**src/rtl/mem_stage_pkg.sv**
```systemverilog
// Shared definitions for the MEM pipeline stage: data/register widths,
// memory-operation encodings, MEM FSM state codes and lane helper functions.
package mem_stage_pkg;

  localparam int WORD_DATA_W = 32;
  localparam int REG_ADDR_W  = 5;
  localparam int MEM_OP_W    = 4;
  localparam int WORD_ADDR_W = 30;

  // Memory operation encodings carried down the pipeline from decode.
  typedef enum logic [MEM_OP_W-1:0] {
    MEM_OP_NOP = 4'd0,
    MEM_OP_LW  = 4'd1,
    MEM_OP_LH  = 4'd2,
    MEM_OP_LHU = 4'd3,
    MEM_OP_LB  = 4'd4,
    MEM_OP_LBU = 4'd5,
    MEM_OP_SW  = 4'd6,
    MEM_OP_SH  = 4'd7,
    MEM_OP_SB  = 4'd8
  } mem_op_e;

  // MEM stage FSM: IDLE issues/holds the bus request, DONE waits for the
  // controller to let the MEM/WB register take the finished result.
  typedef enum logic [0:0] {
    MEM_ST_IDLE = 1'b0,
    MEM_ST_DONE = 1'b1
  } mem_state_e;

  function automatic logic [WORD_DATA_W-1:0] sext8(input logic [7:0] b);
    return {{24{b[7]}}, b};
  endfunction

  function automatic logic [WORD_DATA_W-1:0] zext8(input logic [7:0] b);
    return {24'h000000, b};
  endfunction

  function automatic logic [WORD_DATA_W-1:0] sext16(input logic [15:0] h);
    return {{16{h[15]}}, h};
  endfunction

  function automatic logic [WORD_DATA_W-1:0] zext16(input logic [15:0] h);
    return {16'h0000, h};
  endfunction

  // Byte enables of the half-word selected by address bit 1.
  function automatic logic [3:0] half_be(input logic upper);
    return upper ? 4'b1100 : 4'b0011;
  endfunction

endpackage

```
**src/rtl/mem_align.sv**
```systemverilog
// Lane alignment for the MEM stage: byte enables, store-data replication,
// load extract with sign/zero extension and misalignment detection.
// Optional feature: MEM_MISALIGN_EXC_EN enables misalignment detection;
// without it the low address bits are ignored and misalign is tied 0.
module mem_align
  import mem_stage_pkg::*;
(
  input  logic [MEM_OP_W-1:0]    op,
  input  logic [1:0]             addr_lo,
  input  logic [WORD_DATA_W-1:0] wr_data,
  input  logic [WORD_DATA_W-1:0] rd_word,
  output logic                   is_mem,
  output logic                   is_load,
  output logic                   rw,
  output logic [3:0]             be,
  output logic [WORD_DATA_W-1:0] wr_lanes,
  output logic [WORD_DATA_W-1:0] rd_ext,
  output logic                   misalign
);

  mem_op_e     op_s;
  logic [7:0]  byte_s;
  logic [15:0] half_s;

  assign op_s   = mem_op_e'(op);
  assign byte_s = rd_word[{addr_lo, 3'b000} +: 8];
  assign half_s = addr_lo[1] ? rd_word[31:16] : rd_word[15:0];
  assign is_mem = is_load | rw;

  // Decode the operation into direction, lane enables and aligned data.
  always_comb begin
    is_load  = 1'b0;
    rw       = 1'b0;
    be       = 4'b0000;
    wr_lanes = {WORD_DATA_W{1'b0}};
    rd_ext   = rd_word;
    case (op_s)
      MEM_OP_LW:  begin is_load = 1'b1; be = 4'b1111; rd_ext = rd_word; end
      MEM_OP_LH:  begin is_load = 1'b1; be = half_be(addr_lo[1]); rd_ext = sext16(half_s); end
      MEM_OP_LHU: begin is_load = 1'b1; be = half_be(addr_lo[1]); rd_ext = zext16(half_s); end
      MEM_OP_LB:  begin is_load = 1'b1; be = 4'b0001 << addr_lo; rd_ext = sext8(byte_s); end
      MEM_OP_LBU: begin is_load = 1'b1; be = 4'b0001 << addr_lo; rd_ext = zext8(byte_s); end
      MEM_OP_SW:  begin rw = 1'b1; be = 4'b1111; wr_lanes = wr_data; end
      MEM_OP_SH:  begin rw = 1'b1; be = half_be(addr_lo[1]); wr_lanes = {2{wr_data[15:0]}}; end
      MEM_OP_SB:  begin rw = 1'b1; be = 4'b0001 << addr_lo; wr_lanes = {4{wr_data[7:0]}}; end
      MEM_OP_NOP: begin end
      default:    begin end
    endcase
  end

`ifdef MEM_MISALIGN_EXC_EN
  // Flag word accesses off a word boundary and half accesses off a half boundary.
  always_comb begin
    misalign = 1'b0;
    case (op_s)
      MEM_OP_LW, MEM_OP_SW:              misalign = |addr_lo;
      MEM_OP_LH, MEM_OP_LHU, MEM_OP_SH:  misalign = addr_lo[0];
      default:                           misalign = 1'b0;
    endcase
  end
`else
  assign misalign = 1'b0;
`endif

endmodule

```
**src/rtl/mem_stage.sv**
```systemverilog
// MEM stage of the 5-stage pipeline: one data-bus access per load/store,
// busy towards the pipeline controller until the access completes, and the
// MEM/WB pipeline register.
// Optional feature: MEM_MISALIGN_EXC_EN turns misaligned accesses into an
// exception (no bus request, mem_exp=1) instead of forcing them aligned.
module mem_stage
  import mem_stage_pkg::*;
(
  input  logic                   clk,
  input  logic                   reset,
  input  logic                   stall,
  input  logic                   flush,
  input  logic                   ex_en,
  input  logic [MEM_OP_W-1:0]    ex_mem_op,
  input  logic [WORD_DATA_W-1:0] ex_mem_wr_data,
  input  logic [REG_ADDR_W-1:0]  ex_dst_addr,
  input  logic                   ex_gpr_we_,
  input  logic [WORD_DATA_W-1:0] ex_out,
  input  logic [WORD_DATA_W-1:0] bus_rd_data,
  input  logic                   bus_rdy,
  output logic                   bus_req,
  output logic                   bus_rw,
  output logic [WORD_ADDR_W-1:0] bus_addr,
  output logic [3:0]             bus_be,
  output logic [WORD_DATA_W-1:0] bus_wr_data,
  output logic                   busy,
  output logic                   mem_en,
  output logic [REG_ADDR_W-1:0]  mem_dst_addr,
  output logic                   mem_gpr_we_,
  output logic [WORD_DATA_W-1:0] mem_out,
  output logic                   mem_exp
);

  mem_state_e            state_r;
  mem_state_e            state_nxt_s;
  logic [WORD_DATA_W-1:0] rd_buf_r;

  logic                   is_mem_s;
  logic                   is_load_s;
  logic                   rw_s;
  logic [3:0]             be_s;
  logic [WORD_DATA_W-1:0] wr_lanes_s;
  logic [WORD_DATA_W-1:0] rd_ext_s;
  logic                   misalign_raw_s;
  logic                   misalign_s;
  logic                   mem_op_s;
  logic                   req_s;
  logic                   busy_s;
  logic                   load_s;
  logic                   req_out_s;
  logic [WORD_DATA_W-1:0] result_s;
  logic                   gpr_we_n_s;

  mem_align u_align (
    .op       (ex_mem_op),
    .addr_lo  (ex_out[1:0]),
    .wr_data  (ex_mem_wr_data),
    .rd_word  (rd_buf_r),
    .is_mem   (is_mem_s),
    .is_load  (is_load_s),
    .rw       (rw_s),
    .be       (be_s),
    .wr_lanes (wr_lanes_s),
    .rd_ext   (rd_ext_s),
    .misalign (misalign_raw_s)
  );

  // A misaligned access only counts for a valid entry; it never reaches the bus.
  assign misalign_s = ex_en & misalign_raw_s;
  assign mem_op_s   = ex_en & is_mem_s & ~misalign_s;

  // Next state, bus request/busy and MEM/WB load strobe.
  always_comb begin
    state_nxt_s = state_r;
    req_s       = 1'b0;
    busy_s      = 1'b0;
    load_s      = 1'b0;
    case (state_r)
      MEM_ST_IDLE: begin
        if (mem_op_s) begin
          req_s  = 1'b1;
          busy_s = 1'b1;
          if (bus_rdy) begin
            state_nxt_s = MEM_ST_DONE;
          end else begin
            state_nxt_s = MEM_ST_IDLE;
          end
        end else begin
          load_s      = ~stall;
          state_nxt_s = MEM_ST_IDLE;
        end
      end
      MEM_ST_DONE: begin
        load_s = ~stall;
        if (stall) begin
          state_nxt_s = MEM_ST_DONE;
        end else begin
          state_nxt_s = MEM_ST_IDLE;
        end
      end
      default: begin
        state_nxt_s = MEM_ST_IDLE;
      end
    endcase
  end

  // Reset must drop the request immediately, even mid-access.
  assign req_out_s   = req_s & ~reset;
  assign bus_req     = req_out_s;
  assign busy        = busy_s & ~reset;
  assign bus_rw      = req_out_s & rw_s;
  assign bus_addr    = req_out_s ? ex_out[WORD_DATA_W-1:2] : {WORD_ADDR_W{1'b0}};
  assign bus_be      = req_out_s ? be_s : 4'b0000;
  assign bus_wr_data = req_out_s ? wr_lanes_s : {WORD_DATA_W{1'b0}};

  // Select the value and write enable presented to MEM/WB.
  always_comb begin
    result_s   = ex_out;
    gpr_we_n_s = ex_gpr_we_;
    if (mem_op_s && is_load_s) begin
      result_s = rd_ext_s;
    end else begin
      result_s = ex_out;
    end
    if (misalign_s) begin
      gpr_we_n_s = 1'b1;
    end else begin
      gpr_we_n_s = ex_gpr_we_;
    end
  end

  // FSM state register and capture of the read data on bus completion.
  always_ff @(posedge clk or posedge reset) begin
    if (reset) begin
      state_r  <= MEM_ST_IDLE;
      rd_buf_r <= {WORD_DATA_W{1'b0}};
    end else begin
      state_r <= state_nxt_s;
      if (req_s && bus_rdy) begin
        rd_buf_r <= bus_rd_data;
      end else begin
        rd_buf_r <= rd_buf_r;
      end
    end
  end

  // MEM/WB pipeline register: flush clears it, otherwise it takes the result.
  always_ff @(posedge clk or posedge reset) begin
    if (reset) begin
      mem_en       <= 1'b0;
      mem_dst_addr <= {REG_ADDR_W{1'b0}};
      mem_gpr_we_  <= 1'b1;
      mem_out      <= {WORD_DATA_W{1'b0}};
      mem_exp      <= 1'b0;
    end else if (load_s) begin
      if (flush) begin
        mem_en       <= 1'b0;
        mem_dst_addr <= {REG_ADDR_W{1'b0}};
        mem_gpr_we_  <= 1'b1;
        mem_out      <= {WORD_DATA_W{1'b0}};
        mem_exp      <= 1'b0;
      end else begin
        mem_en       <= ex_en;
        mem_dst_addr <= ex_dst_addr;
        mem_gpr_we_  <= gpr_we_n_s;
        mem_out      <= result_s;
        mem_exp      <= misalign_s;
      end
    end else begin
      mem_en       <= mem_en;
      mem_dst_addr <= mem_dst_addr;
      mem_gpr_we_  <= mem_gpr_we_;
      mem_out      <= mem_out;
      mem_exp      <= mem_exp;
    end
  end

endmodule
```
**config.mk**
```make
export PLATFORM = sky130hd
export DESIGN_NAME = mem_stage
export DESIGN_NICKNAME = d
export VERILOG_FILES = /design/src/rtl/mem_stage_pkg.sv /design/src/rtl/mem_align.sv /design/src/rtl/mem_stage.sv
export SDC_FILE = /design/constraint.sdc
export NUM_CORES = 1
export LEC_CHECK = 0
export CAP_MARGIN = 0
export CORE_MARGIN = 5
export CORE_UTILIZATION = 30
export DETAILED_ROUTE_END_ITERATION = 7
export GPL_TIMING_DRIVEN = 0
export PLACE_DENSITY = 0.7
export SKIP_LAST_GASP = 1
export SLEW_MARGIN = 20
export SYNTH_ARGS = -nofsm -noshare
export SYNTH_HDL_FRONTEND = slang
export SYNTH_SLANG_ARGS = --single-unit
```
**constraint.sdc**
```tcl
create_clock -name clk -period 7.02 [get_ports clk]
set_input_delay 0.702 -clock clk [delete_from_list [all_inputs] [get_ports clk]]
set_output_delay 0.702 -clock clk [all_outputs]
set_load 0.05 [all_outputs]
```
==> impl_metrics.json, run 1 <==
{
  "gp_congestion": 0.920,
  "p_per_area_nw_per_um2": 214,
  "layout.cells.most_common": "clkdlybuf4s50_1",
  "r2r-end": "mem_out[2]$_DFFE_PP0P_",
  "avgViaCountPerCell": 5.16,
  "finalClockSkew_ns": 0.00621,
  "worst-endpoint-required_ns": 6.32,
  "area_growth_pct": 58.4,
  "type_of_element_capturing_the_critical_path": "output pin",
  "post_dp_cell_area_um2": 7080,
  "netlist.top_cell.by_area": "dfrtp_1",
  "io_pins": 221,
  "worst_setup_start_kind": "input pin",
  "fillCellCount": 1492,
  "final_net_count": 866,
  "synth.net_count": 638,
  "post_drt_wl_per_cell_um": 19.0,
  "min-delay-start": "state_r$_DFF_PP0_",
  "drtPass1Iterations": 5,
  "clk_root_buffer_cell": "clkbuf_16",
  "totalNegativeSetupSlack_ns": 0,
  "setup.worst_path.start": "ex_mem_op[3]",
  "numPortBuffers": 216,
  "worstSkewPairLatency_ns": 0.34,
  "hold_path.class": "register to register",
  "grt-ovfl-total": 0,
  "async_reset_ff_frac": 1.00,
  "critical-path-max-stage-delay_ns": 0.85,
  "first_drt_iteration_drcs": 421,
  "grtUsageTotal": 0.194,
  "grt_setup_unrepaired": "false",
  "synth-main-ff-cell": "dfrtp_1",
  "wire_length_of_the_first_global_routing_pass_um": 27400,
  "power_leakage_uw": 0.00285,
  "crit_chain": "clkdlybuf4s50_1, buf_2, clkbuf_1, nand2_1, o21ai_1, nand2_1, clkbuf_1, a21oi_1, clkdlybuf4s50_1",
  "final_cell_mix": "216 x clkdlybuf4s50_1, 71 x dfrtp_1, 66 x nand2_1, 38 x nor2_1, 36 x o21ai_1",
  "cp.arrival_ns": 4.11,
  "setup_viol": 0,
  "final_min_period_over_clock_period": 0.686,
  "design.die.area_um2": 18100,
  "rows": 45,
  "initial_utilization": 0.306,
  "vias_in_the_first_global_route": 4837,
  "hold_ws_ns": 0.468,
  "crit_type": "input pin to output pin",
  "cts_buffer_depth": 2,
  "vias": 4882,
  "totalWireLength_um": 18000,
  "worst_path_max_delay_cell": "clkdlybuf4s50_1",
  "cts_made_buffers": 9,
  "dieHeight_um": 135,
  "final_layout_size_suffix_gt1_frac": 0.0843,
  "synth_area_leaders": "dfrtp_1 38%, mux2_1 7.7%, nand2_1 5.3%",
  "synth.cell_area_um2": 4660,
  "maximum_resistive_drop_on_vdd_mv": 0.133,
  "maxSlewViolCount": 0,
  "timing_hold_violations_final": 0,
  "tritoncts": "done",
  "seq_area_um2": 1800,
  "flip_flop_and_latch_count_after_synthesis": 72,
  "r2r_start": "state_r$_DFF_PP0_",
  "grt_start_max_net_pins": 45,
  "worst_r2r_setup_slack_ns": 4.58,
  "synth.lib_cells_used.distinct": 52,
  "cts_hold_repair.buffers": 0,
  "clk_pin_slew_ns": 0.05,
  "instances_no_fill": 947,
  "synth_area_per_cell_um2": 8.85,
  "whs_path_depth": 2,
  "path_delay_family": "buffers and inverters",
  "cts-htree-levels": 3,
  "synth_edf_count": 0,
  "yosys_warnings": 0,
  "placed_cells_incl_taps": 931,
  "fmax_ghz": 0.208,
  "dp.final_hpwl_um": 14400,
  "max-slew-margin-rel": 0.460,
  "synth_cells": 526,
  "number_of_antenna_violations_at_the_first_check_in_global_routing": 0,
  "design_area_um2": 7380,
  "critical_path.max_fanout": 10,
  "drcViolationCount": 0,
  "ff2ff_path_depth": 6,
  "hold_end": "state_r$_DFF_PP0_",
  "floorplan.die.width_um": 135,
  "post-synth-top-area-fraction": 0.382,
  "totalPowerFinal_uw": 1580,
  "run_status": "completed",
  "final.min_clock_period_ns": 4.81,
  "synth-seq-area-share": 0.387,
  "final_antenna_net_count": 0,
  "max_slew.worst_pin.slew_ns": 0.789,
  "post_cts_setup_buffer_count": 0,
  "drv.max_cap_violation_count": 0,
  "path_buf_inv": 5,
  "clock-sinks": 72,
  "n_antenna_cell": 0,
  "cts_resized": 0,
  "core_area_um2": 15200,
  "multi_input_area_um2": 2600
}
## area by class of cell
cell class	count	area share
flip-flops and latches	72	0.244
clock buffers	11	0.0329
repair buffers	217	0.296
multi-input cells	396	0.353
plain buffers	46	0.0278
well taps	188	0.0319
inverters	12	0.00645
clock inverters	5	0.00780
## worst reg2reg max path, cell delays in order, from the launching register on
cell	delay [ns]
dfrtp_1	0.37
nand2b_1	0.17
o31ai_1	0.68
clkbuf_1	0.49
clkbuf_1	0.46
nand2_1	0.12
o21ai_1	0.09
## power breakdown
group / switching [uW] / leakage (uW) / total [uW] / internal, uW
sequential: 94.5 / 0.000896 / 590 / 495
combinational: 304 / 0.00181 / 529 / 225
clock: 175 / 0.000138 / 459 / 284
total: 573 / 0.00284 / 1580 / 1000
## stage by stage
stage               utilization  setup WS (ns)
detailed placement        0.466           2.26
finish                    0.485           2.21
CTS                       0.485           2.25
global placement          0.464          0.133
floorplan                     -           2.16
global route              0.485           1.99
## cell usage after synthesis (8+ instances only)
cell type  number
inv_1          10
a22oi_1        18
buf_2           8
nand2_1        66
buf_1           9
and2_1         32
o21ai_1        36
a21oi_1        30
mux2_1         32
dfrtp_1        71
nor2_1         38
o21ai_0         9
a21oi_2        10
and3_1          9
nand2b_1       16
o21ai_2        10
mux2i_1        10
clkbuf_1       25
a31oi_1         8
## per-layer routing
layer | track usage | up-vias | share of wire
met1 | 0.257 | 2322 | 0.42
met4 | 0.0554 | 0 | 0.022
met2 | 0.320 | 206 | 0.47
met5 | 0 | - | 0
li1 | - | 2326 | -
met3 | 0.0447 | 28 | 0.078
## how the worst max path moves through the flow
stage	end	slack (ns)	cells after the start
final	bus_wr_data[29]	2.21	9
after CTS	bus_wr_data[29]	2.25	9
after detailed placement	bus_wr_data[29]	2.26	9
after global placement	bus_wr_data[29]	0.13	8
after global routing	bus_wr_data[29]	1.99	9
after floorplan	bus_wr_data[14]	2.16	6
## state kept, by name, indices dropped and copies added (netlist names)
signal        cells
state_r           1
mem_gpr_we_       1
mem_out          32
mem_en            1
mem_dst_addr      5
rd_buf_r         32
## cells by family (layout without fill, tap and decap cells)
| kind of cell | count (synthesis) | count (layout) | share of synthesized area |
|---|---|---|---|
| other | 1 | 1 | 0.000805 |
| AND/OR/NAND/NOR | 191 | 191 | 0.208 |
| flip-flops | 72 | 72 | 0.387 |
| AO/OA/AOI/OAI | 155 | 155 | 0.220 |
| multiplexers | 49 | 49 | 0.130 |
| buffers and inverters | 58 | 291 | 0.0537 |
(Power assumes the default switching activity.)
==> run 2: changes to the inputs <==
- PLACE_DENSITY: 0.7 -> 0.72
- clock period: 7.02 -> 3.95 ns (I/O delays scaled with it)
==> impl_metrics.json, run 2 (synthesis gave the netlist of run 1 again) <==
{
  "hold_ws_ns": 0.462,
  "first_drt_iteration_drcs": 365,
  "io_pins": 221,
  "floorplan.die.width_um": 135,
  "max_slew.worst_pin.slew_ns": 0.794,
  "vias_in_the_first_global_route": 4809,
  "final_antenna_net_count": 0,
  "rows": 45,
  "maxSlewViolCount": 0,
  "finalClockSkew_ns": 0.00664,
  "design.die.area_um2": 18100,
  "hold_path.class": "register to register",
  "clk_root_buffer_cell": "clkbuf_16",
  "placed_cells_incl_taps": 932,
  "worst_setup_start_kind": "input pin",
  "clk_pin_slew_ns": 0.06,
  "max-slew-margin-rel": 0.457,
  "p_sw_uw": 1020,
  "avgViaCountPerCell": 5.14,
  "r2r_start": "state_r$_DFF_PP0_",
  "power.share.combinational": 0.328,
  "number_of_antenna_violations_at_the_first_check_in_global_routing": 0,
  "crit_chain": "clkdlybuf4s50_1, buf_2, o31a_1, nor3_1, nand2_1, inv_2, clkbuf_2, and2_1, clkdlybuf4s50_1",
  "maximum_resistive_drop_on_vdd_mv": 0.220,
  "power.share.sequential": 0.366,
  "pwr-share-clk": 0.306,
  "layout.cells.most_common": "clkdlybuf4s50_1",
  "cellInternalPower_uw": 1850,
  "post-place-ws_ns": -0.464,
  "grt_start_max_net_pins": 35,
  "critical_path.max_fanout": 10,
  "cts_made_buffers": 9,
  "multi_input_area_um2": 2610,
  "grt_most_used_layer": "met2",
  "wire_length_of_the_first_global_routing_pass_um": 28100,
  "power_leakage_uw": 0.00314,
  "layout_setup_ws_ns": 0.155,
  "grt_setup_unrepaired": "false",
  "setup.worst_path.start": "ex_mem_op[2]",
  "p_per_area_nw_per_um2": 388,
  "critical-path-max-stage-delay_ns": 0.81,
  "type_of_element_capturing_the_critical_path": "output pin",
  "drv.max_cap_violation_count": 0,
  "final_net_count": 869,
  "fillCellCount": 1470,
  "dp.final_hpwl_um": 14600,
  "final_cell_mix": "175 x clkdlybuf4s50_1, 71 x dfrtp_1, 66 x nand2_1, 38 x nor2_1, 36 x o21ai_1",
  "cts_hold_repair.buffers": 0,
  "vias": 4884,
  "initial_utilization": 0.306,
  "setup_viol": 0,
  "gp_congestion": 0.921,
  "final_layout_size_suffix_gt1_frac": 0.106,
  "fmax_ghz": 0.263,
  "grt_use_met2": 0.324,
  "cts_buffer_depth": 2,
  "path_buf_inv": 5,
  "dieHeight_um": 135,
  "critPathMostFrequentCell": "clkdlybuf4s50_1",
  "min-delay-start": "mem_gpr_we_$_DFFE_PP1P_",
  "post_drt_wl_per_cell_um": 19.3,
  "instances_no_fill": 950,
  "n_antenna_cell": 0,
  "drcViolationCount": 0,
  "gr-usage-met3": 0.0376,
  "final_min_period_over_clock_period": 0.961,
  "tritoncts": "done",
  "path_delay_family": "buffers and inverters",
  "crit_type": "input pin to output pin",
  "worst_path_max_delay_cell": "clkdlybuf4s50_1",
  "clock-sinks": 72,
  "timing_hold_violations_final": 0,
  "totalWireLength_um": 18300,
  "drtPass1Iterations": 5,
  "core_area_um2": 15200,
  "numPortBuffers": 216,
  "cts-htree-levels": 3,
  "globalRouteMet1Util": 0.266,
  "seq_area_um2": 1800,
  "area_growth_pct": 58.7,
  "final.min_clock_period_ns": 3.80,
  "run_status": "completed",
  "totalNegativeSetupSlack_ns": 0,
  "worstSkewPairLatency_ns": 0.33,
  "cp.arrival_ns": 3.40,
  "grtUsageTotal": 0.197,
  "worst-endpoint-required_ns": 3.56,
  "grt-ovfl-total": 0,
  "sw_frac_of_total": 0.355,
  "biggestRegsByFlops": "mem_out: 32 flops, rd_buf_r: 32 flops, mem_dst_addr: 5 flops"
}
## run 2: cell count changes in the layout (fill, tap and decap cells not counted), moves of 4 or more
cell,delta
dlymetal6s2s_1,+7
clkbuf_1,-4
dlygate4sd2_1,+25
clkbuf_2,+13
clkdlybuf4s50_1,-41
## run 2: area by class of cell
| cell class | count | share of cell area |
|---|---|---|
| clock inverters | 5 | 0.0108 |
| clock buffers | 11 | 0.0328 |
| multi-input cells | 396 | 0.353 |
| inverters | 12 | 0.00660 |
| repair inverters | 1 | 0.000677 |
| repair buffers | 219 | 0.292 |
| well taps | 188 | 0.0318 |
| plain buffers | 46 | 0.0284 |
| flip-flops and latches | 72 | 0.244 |
## run 2: worst min-delay path: cells and delay by family (launching register included)
| kind | cells | cell delay, ns |
|---|---|---|
| AO/OA/AOI/OAI | 1 | 0.05 |
| flip-flops | 1 | 0.37 |
| AND/OR/NAND/NOR | 1 | 0.04 |
## run 2: power groups by stage
stage	Sequential (uW)	Clock, uW	Combinational, uW
floorplan	1180	0	388
finish	1050	878	940
global route	1060	918	1000
CTS	1040	884	944
global placement	1050	0	926
detailed placement	1050	0	944
## run 2: stage by stage
| stage | utilization | total power, uW | cell area [um^2] |
|---|---|---|---|
| after floorplan | - | 1570 | 4660 |
| after global placement | 0.464 | 1970 | 7060 |
| after detailed placement | 0.467 | 2000 | 7110 |
| after CTS | 0.487 | 2870 | 7400 |
| after global routing | 0.486 | 2980 | 7390 |
| final | 0.486 | 2860 | 7390 |
## run 2: path summary, 6_finish.rpt
check                                         endpoint  slack [ns]  cells past startpoint
max                                        bus_addr[0]        0.15                      9
min                            mem_gpr_we_$_DFFE_PP1P_        0.46                      2
max reg2reg                    mem_out[11]$_DFFE_PP0P_        1.47                      6
min reg2reg                    mem_gpr_we_$_DFFE_PP1P_        0.46                      2
max in group asynchronous      rd_buf_r[6]$_DFFE_PP0P_        2.98                      4
min in group asynchronous  mem_dst_addr[0]$_DFFE_PP0P_        0.54                      2
## run 2: timing repair
action,in CTS,in global routing
setup endpoints to repair,62,39
hold endpoints to repair,0,0
setup buffers,0,1
cloned,1,0
resized for setup,38,27
## run 2: routing by layer
layer	share of wire	up-vias
met1	0.42	2300
li1	-	2334
met5	0	-
met4	0.027	0
met2	0.48	218
met3	0.076	32
